==> src/rtl/iter_counter.sv <==
// Programmable iteration counter for the MultDiv datapath.
// Latches a limit on start, steps q on enabled cycles and strobes done.
module iter_counter #(
  parameter int WIDTH        = 6,
  parameter bit AUTO_RESTART = 1'b0
) (
  input  logic             clk,
  input  logic             clr,
  input  logic             start,
  input  logic [WIDTH-1:0] limit,
  input  logic             en,
  input  logic             abort,
  output logic [WIDTH-1:0] q,
  output logic             busy,
  output logic             last,
  output logic             done
);

  typedef enum logic [1:0] {
    S_IDLE = 2'd0,
    S_RUN  = 2'd1,
    S_DONE = 2'd2
  } state_t;

  state_t           state;
  state_t           state_n;
  logic [WIDTH-1:0] lim_r;
  logic [WIDTH-1:0] lim_n;
  logic [WIDTH-1:0] q_n;
  logic             done_n;
  logic [WIDTH-1:0] lim_m1;
  logic             at_end;
  logic             in_run;
  logic             accept;
  logic             lim_zero;
  logic             term;

  assign in_run   = (state == S_RUN);
  assign lim_m1   = lim_r - WIDTH'(1);
  assign at_end   = (lim_r != '0) && (q == lim_m1);
  assign accept   = start && !in_run;
  assign lim_zero = (limit == '0);
  assign term     = in_run && en && at_end;

  always_ff @(posedge clk) begin
    if (clr) begin
      state <= S_IDLE;
      q     <= '0;
      lim_r <= '0;
      done  <= 1'b0;
    end else begin
      state <= state_n;
      q     <= q_n;
      lim_r <= lim_n;
      done  <= done_n;
    end
  end

  // abort outranks start in every state, so a stray abort
  // in IDLE swallows a coincident start.
  always_comb begin
    state_n = state;
    if (abort) begin
      state_n = S_IDLE;
    end else begin
      unique case (state)
        S_IDLE, S_DONE: begin
          if (accept && !lim_zero) state_n = S_RUN;
          else                     state_n = S_IDLE;
        end
        S_RUN: begin
          if (term && !AUTO_RESTART) state_n = S_DONE;
        end
        default: state_n = S_IDLE;
      endcase
    end
  end

  always_comb begin
    q_n    = q;
    lim_n  = lim_r;
    done_n = 1'b0;
    if (abort) begin
      if (state != S_IDLE) q_n = '0;
    end else if (accept) begin
      if (lim_zero) begin
        done_n = 1'b1;
      end else begin
        lim_n = limit;
        q_n   = '0;
      end
    end else if (in_run && en) begin
      if (at_end) begin
        done_n = 1'b1;
        if (AUTO_RESTART) q_n = '0;
      end else begin
        q_n = q + WIDTH'(1);
      end
    end
  end

  always_comb begin
    busy = in_run;
    last = in_run && at_end;
  end

endmodule

==> config.mk <==
export PLATFORM = sky130hd
export DESIGN_NAME = iter_counter
export DESIGN_NICKNAME = d
export VERILOG_FILES = /design/src/rtl/iter_counter.sv
export SDC_FILE = /design/constraint.sdc
export NUM_CORES = 1
export LEC_CHECK = 0
export ABC_AREA = 1
export BUFFER_PORTS_ARGS = -buffer_cell sky130_fd_sc_hd__buf_2
export CORE_MARGIN = 4
export CORE_UTILIZATION = 49
export CTS_BUF_LIST = sky130_fd_sc_hd__clkbuf_4 sky130_fd_sc_hd__clkbuf_8
export DETAILED_ROUTE_END_ITERATION = 10
export PLACE_DENSITY_LB_ADDON = 0.05
export SYNTH_ARGS = -nofsm -noshare
export SYNTH_HDL_FRONTEND = slang
export SYNTH_SLANG_ARGS = --single-unit
export TNS_END_PERCENT = 50
==> constraint.sdc <==
create_clock -name clk -period 2.2 [get_ports clk]
set_input_delay 0.11 -clock clk [delete_from_list [all_inputs] [get_ports clk]]
set_output_delay 0.11 -clock clk [all_outputs]
set_load 0.01 [all_outputs]
==> results of run 1 <==
[layer usage]
metal	up-vias	global-route usage, %
li1	523	-
met1	429	20.4
met2	27	29.8
met3	6	3.94
met4	0	8.51
met5	-	0
[how the worst min path moves through the flow]
stage | to | slack, ps | cells after the start
6_report | lim_r[1] | 90 | 3
5_1_grt | lim_r[1] | 80 | 3
4_1_cts | lim_r[1] | 80 | 3
3_5_place_dp | lim_r[1] | 380 | 3
3_3_place_gp | lim_r[1] | 380 | 3
2_1_floorplan | state[1] | 250 | 2
[cell type report]
class                           count  area [sq um]
Inverter                           21          81.3
Clock buffer                        4          30.0
Sequential cell                    15           300
Multi-Input combinational cell    110           619
Timing Repair Buffer               19          95.1
Fill cell                         216           802
Tap cell                           27          33.8
[critical path, delay by kind of cell, from the launching register on]
family        cells  cell delay, ps
fa+ha+maj         1             300
buf+inv           2             210
flops             1             400
simple gates      4             460
xor+xnor          1             130
[state kept, by name, indices dropped and copies added, names as in the netlist]
| register | flops |
|---|---|
| done | 1 |
| lim_r | 6 |
| q | 6 |
| state | 2 |
[stage by stage]
stage | cell area, sq um | cells | setup WS, ps
after floorplan | 1010 | 148 | 645
after global placement | 1130 | 192 | 576
after detailed placement | 1130 | 192 | 478
after CTS | 1160 | 196 | 281
after global routing | 1160 | 196 | 177
final | 1160 | 196 | 305
[cells by family (layout without fill, tap and decap cells)]
| family | count (synthesis) | after routing |
|---|---|---|
| DFF | 15 | 15 |
| adders and majority gates | 3 | 3 |
| xor gates and xnor gates | 5 | 5 |
| buffers and inverters | 23 | 44 |
| AOI/OAI and AO/OA | 19 | 19 |
| and+or+nand+nor | 83 | 83 |
[cells in the mapped netlist (all sizes together)]
cell,number
clkbuf,2
o21ai,5
nor4,3
nand3b,1
xor2,3
nand2,41
xnor2,2
a21oi,13
ha,3
inv,21
nand4,2
o22ai,1
nor3,4
nand3,14
dfxtp,15
nor2,18
[power breakdown]
group | total [mW] | switching, mW | internal, mW
sequential | 0.289 | 0.00922 | 0.280
combinational | 0.124 | 0.0772 | 0.0465
clock | 0.165 | 0.0824 | 0.0825
[layout by cell type, fill, tap and decap left out, drive strengths merged]
master,netlist,final
clkbuf,2,4
nor3,4,4
nor2,18,18
buf,0,19
inv,21,21
nand3,14,14
dfxtp,15,15
xor2,3,3
nand2,41,41
nor4,3,3
a21oi,13,13
o21ai,5,5
nand4,2,2
nand3b,1,1
ha,3,3
o22ai,1,1
xnor2,2,2
==> metrics.txt, run 1 <==
share of the clock period used by the worst path 86.1%; capture point of the critical path last; count of input and output buffers 19; count of routing violations after the opening detailed-route iteration 9; ordered list of cells on the worst path inv_2, ha_1, xor2_1, nand3_1, nor2_2, nand2_4, nor2_4, buf_2; Post-Syn Area 0.00101 sq mm; total negative slack 0 ps; data arrival time of the critical path 1780 ps; area of the die 0.00285 sq mm; type of the worst setup path flop to output port; area share of xor/xnor cells in the synthesized design 4.34%; post-synthesis to final-layout area growth 15.0%; reg-to-reg critical path startpoint lim_r[0]; WL/cell 11.5 um; combined global-route utilization of all metal layers 17.5%; aggregate routed wire length 2.26 mm; Fin Clk Skew 2.67 ps; dominant cell type by area after synthesis dfxtp_1; effective utilization at floorplan 51.4%; clock latency of the later-clocked register in the worst-skew pair 270 ps; WL met1 1.03 mm; highest metal used met4; Post-CTS Setup Repair Bufs 0; detailed route wirelength on metal3 110 um; proportion of layout cells with a drive suffix above 1 25.4%; clk sink count 15; power per standard cell area 498 mW/mm^2; per-instance average area after synthesis 6.81 sq um; top-level port count 20; buffer type at the clock tree root clkbuf_4; max-cap violations 0; syn_nets 162; residual DRC count 0; via/cell ratio 5.03; floorplan core area 0.00196 sq mm; met2 routed WL 1.07 mm; critical path launch point lim_r[0]; critical path data required time 2090 ps; Net count, final 184; Max Buffers Root-to-Sink 2; number of storage elements in the synthesis netlist 15; count of final max-slew check failures 0; max frequency 528 MHz; total number of vias 985; wire length of the first global-routing pass 3.60 mm; depth of the most critical reg-to-reg path 12; unique cell type count in the Yosys netlist 24; relative slew slack 82.3%; clock-pin slew of the registers on the worst-case setup and hold paths 80 ps; pin count of the biggest net entering global routing 11; number of antenna diodes 0; Final Hold Violating Endpoints 0; clock tree from TritonCTS yes; unrepaired setup endpoints after global routing false; area fraction of the dominant cell type after synthesis 29.8%; number of core rows 16; fraction of the mapped netlist area in simple logic gates 43.8%; post-layout min period 1890 ps; RD Place Congestion 0.859; delay of the slowest cell on the worst path 400 ps; Final Total Pwr 578 uW; Critical Path Fanout Max 5; width of the die 53.4 um; startpoint class of the critical path flop; r2r setup slk 470 ps; sequential-to-total area share from yosys stat 29.8%; largest cells by area after synthesis dfxtp_1, nand2_1, nand3_1; First-pass DRT Iterations 4; total CTS buffers 3; worst slack on hold paths 89.9 ps; Post-DP HPWL 1.87 mm; via count of the first global-routing pass 891; largest family of logic cells by synthesized area simple AND/OR/NAND/NOR gates; residual overflow from global routing 0; outcome completed; Critical R2R Capture q[0]; H-tree depth reported by CTS 1; Max VDD drop 0.278 mV; transition time at the pin with the least slew margin 264 ps; post-synthesis share of cell area spent on full adders, half adders and majority gates 3.72%; CP endpoint kind output port; Hold Crit Start limit[1]; final core utilization 59.1%; count of instances resized after the clock tree is built 0; total number of yosys warnings 0; total leakage power 0.551 nW; number of nets still failing antenna checks after routing 0; floorplan die height 53.4 um; initial antenna violation count 0; fraction of the mapped netlist area in compound gates 9.55%; fraction of synthesized area in multiplexers 0%; cell with the largest stage delay on the worst path dfxtp_1; count of mapped cells out of synthesis 148; worst min-delay path category input port to flop; hold buffer count at cts 0; final number of setup-violating endpoints 0
(Power assumes the default switching activity.)
==> inputs of run 2 (changes only) <==
--- a/config.mk
+++ b/config.mk
@@ -7,6 +7,7 @@
 export LEC_CHECK = 0
 export ABC_AREA = 1
 export BUFFER_PORTS_ARGS = -buffer_cell sky130_fd_sc_hd__buf_2
+export CAP_MARGIN = 40
 export CORE_MARGIN = 4
 export CORE_UTILIZATION = 49
 export CTS_BUF_LIST = sky130_fd_sc_hd__clkbuf_4 sky130_fd_sc_hd__clkbuf_8
==> constraint.sdc (replaced) <==
create_clock -name clk -period 1.9 [get_ports clk]
set_input_delay 0.095 -clock clk [delete_from_list [all_inputs] [get_ports clk]]
set_output_delay 0.095 -clock clk [all_outputs]
set_load 0.01 [all_outputs]
==> metrics.txt, run 2 (same netlist as run 1, synthesis figures left out) <==
number of core rows 16; residual DRC count 0; relative slew slack 82.2%; area of the die 0.00285 sq mm; wire length of the first global-routing pass 3.60 mm; r2r setup slk 240 ps; WL/cell 12.0 um; clock latency of the later-clocked register in the worst-skew pair 270 ps; via count of the first global-routing pass 891; depth of the most critical reg-to-reg path 12; Hold Crit Start limit[1]; Critical Path Fanout Max 5; via/cell ratio 5.09; Filler Cell Count 210; clk sink count 15; post-layout worst setup margin 93.9 ps; Net count, final 185; transition time at the pin with the least slew margin 264 ps; outcome completed; total CTS buffers 3; Max VDD drop 0.321 mV; worst min-delay path category input port to flop; post-layout min period 1810 ps; critical path data required time 1800 ps; critical path launch point lim_r[0]; total number of vias 1,003; Critical R2R Capture q[0]; effective utilization at floorplan 51.4%; count of final max-slew check failures 0; Fin Clk Skew 1.20 ps; proportion of layout cells with a drive suffix above 1 28.2%; Largest regs lim_r (6), q (6), state (2); total leakage power 0.560 nW; startpoint class of the critical path flop; pin count of the biggest net entering global routing 11; floorplan core area 0.00196 sq mm; floorplan die height 53.4 um; combined global-route utilization of all metal layers 17.5%; Max Buffers Root-to-Sink 2; final number of setup-violating endpoints 0; max frequency 554 MHz; buffer type at the clock tree root clkbuf_4; most frequent cells in the layout nand2_1, buf_2, inv_1, nand3_1; top-level port count 20; First-pass DRT Iterations 5; share of the clock period used by the worst path 95.1%; Post-DP HPWL 1.87 mm; Final Hold Violating Endpoints 0; power per standard cell area 570 mW/mm^2; count of input and output buffers 19; number of nets still failing antenna checks after routing 0; total negative slack 0 ps; count of routing violations after the opening detailed-route iteration 11; post-synthesis to final-layout area growth 17.7%; number of antenna diodes 0; residual overflow from global routing 0; minimum setup slack after placement 178 ps; initial antenna violation count 0; data arrival time of the critical path 1710 ps; clock-pin slew of the registers on the worst-case setup and hold paths 90 ps; unrepaired setup endpoints after global routing false; H-tree depth reported by CTS 1; reg-to-reg critical path startpoint lim_r[0]; max-cap violations 0; clock tree from TritonCTS yes; RD Place Congestion 0.859; capture point of the critical path last; aggregate routed wire length 2.36 mm; width of the die 53.4 um; CP endpoint kind output port; most common cell after layout, fill and taps aside nand2_1; hold buffer count at cts 0; type of the worst setup path flop to output port
[run 2: cell count changes in the layout (fill, tap and decap cells not counted), sizes merged]
| cell | delta |
|---|---|
| buf | +1 |
[run 2: power by group]
| part | leakage [nW] | switching (mW) | internal (mW) |
|---|---|---|---|
| sequential | 0.123 | 0.0116 | 0.324 |
| clock | 0.0184 | 0.0966 | 0.0955 |
| combinational | 0.418 | 0.0923 | 0.0569 |
[run 2: routing by layer]
layer | GRT usage [%] | wire length, um
met4 | 8.51 | 25
met2 | 29.8 | 1170
met5 | 0 | 0
met3 | 3.94 | 122
met1 | 20.4 | 1040
[run 2: metrics by stage]
stage | area (sq um) | power [mW] | hold slack, ps | util, % | instances
after floorplan | 1010 | 0.450 | 239 | - | 148
after global placement | 1130 | 0.483 | 365 | 57.6 | 192
after detailed placement | 1130 | 0.486 | 365 | 57.6 | 192
after CTS | 1160 | 0.680 | 63.8 | 59.2 | 196
after global routing | 1190 | 0.721 | 58.1 | 60.5 | 197
final | 1190 | 0.677 | 65.7 | 60.5 | 197
[run 2: worst max-delay path, cell delays in order, from the launching register on]
cell and delay, ps:
dfxtp_4 370, inv_4 90, ha_4 140, inv_1 50
nand2_1 60, nand2_1 60, xor2_1 160, nor2_2 160
nand2_4 110, nor2_4 100, buf_2 130
[run 2: worst min-delay path by stage]
| stage | cells past startpoint | to | slack, ps |
|---|---|---|---|
| after detailed placement | 3 | lim_r[1] | 370 |
| after CTS | 3 | lim_r[1] | 60 |
| after floorplan | 2 | state[1] | 240 |
| after global placement | 3 | lim_r[1] | 360 |
| after global routing | 3 | lim_r[1] | 60 |
| final | 3 | lim_r[1] | 70 |
[run 2: cell type report]
cell class,count,area [sq um],share of cell area (%)
clock buffer,4,30.0,2.53
inverter,21,83.8,7.06
multi-input combinational,110,632,53.2
sequential,15,305,25.7
tap,27,33.8,2.85
timing repair buffer,20,103,8.64
[run 2: what timing repair did]
action | in CTS | in global routing
resized for setup | 1 | 6
pin swaps | 0 | 1
setup buffers | 0 | 1
setup endpoints to repair | 1 | 1
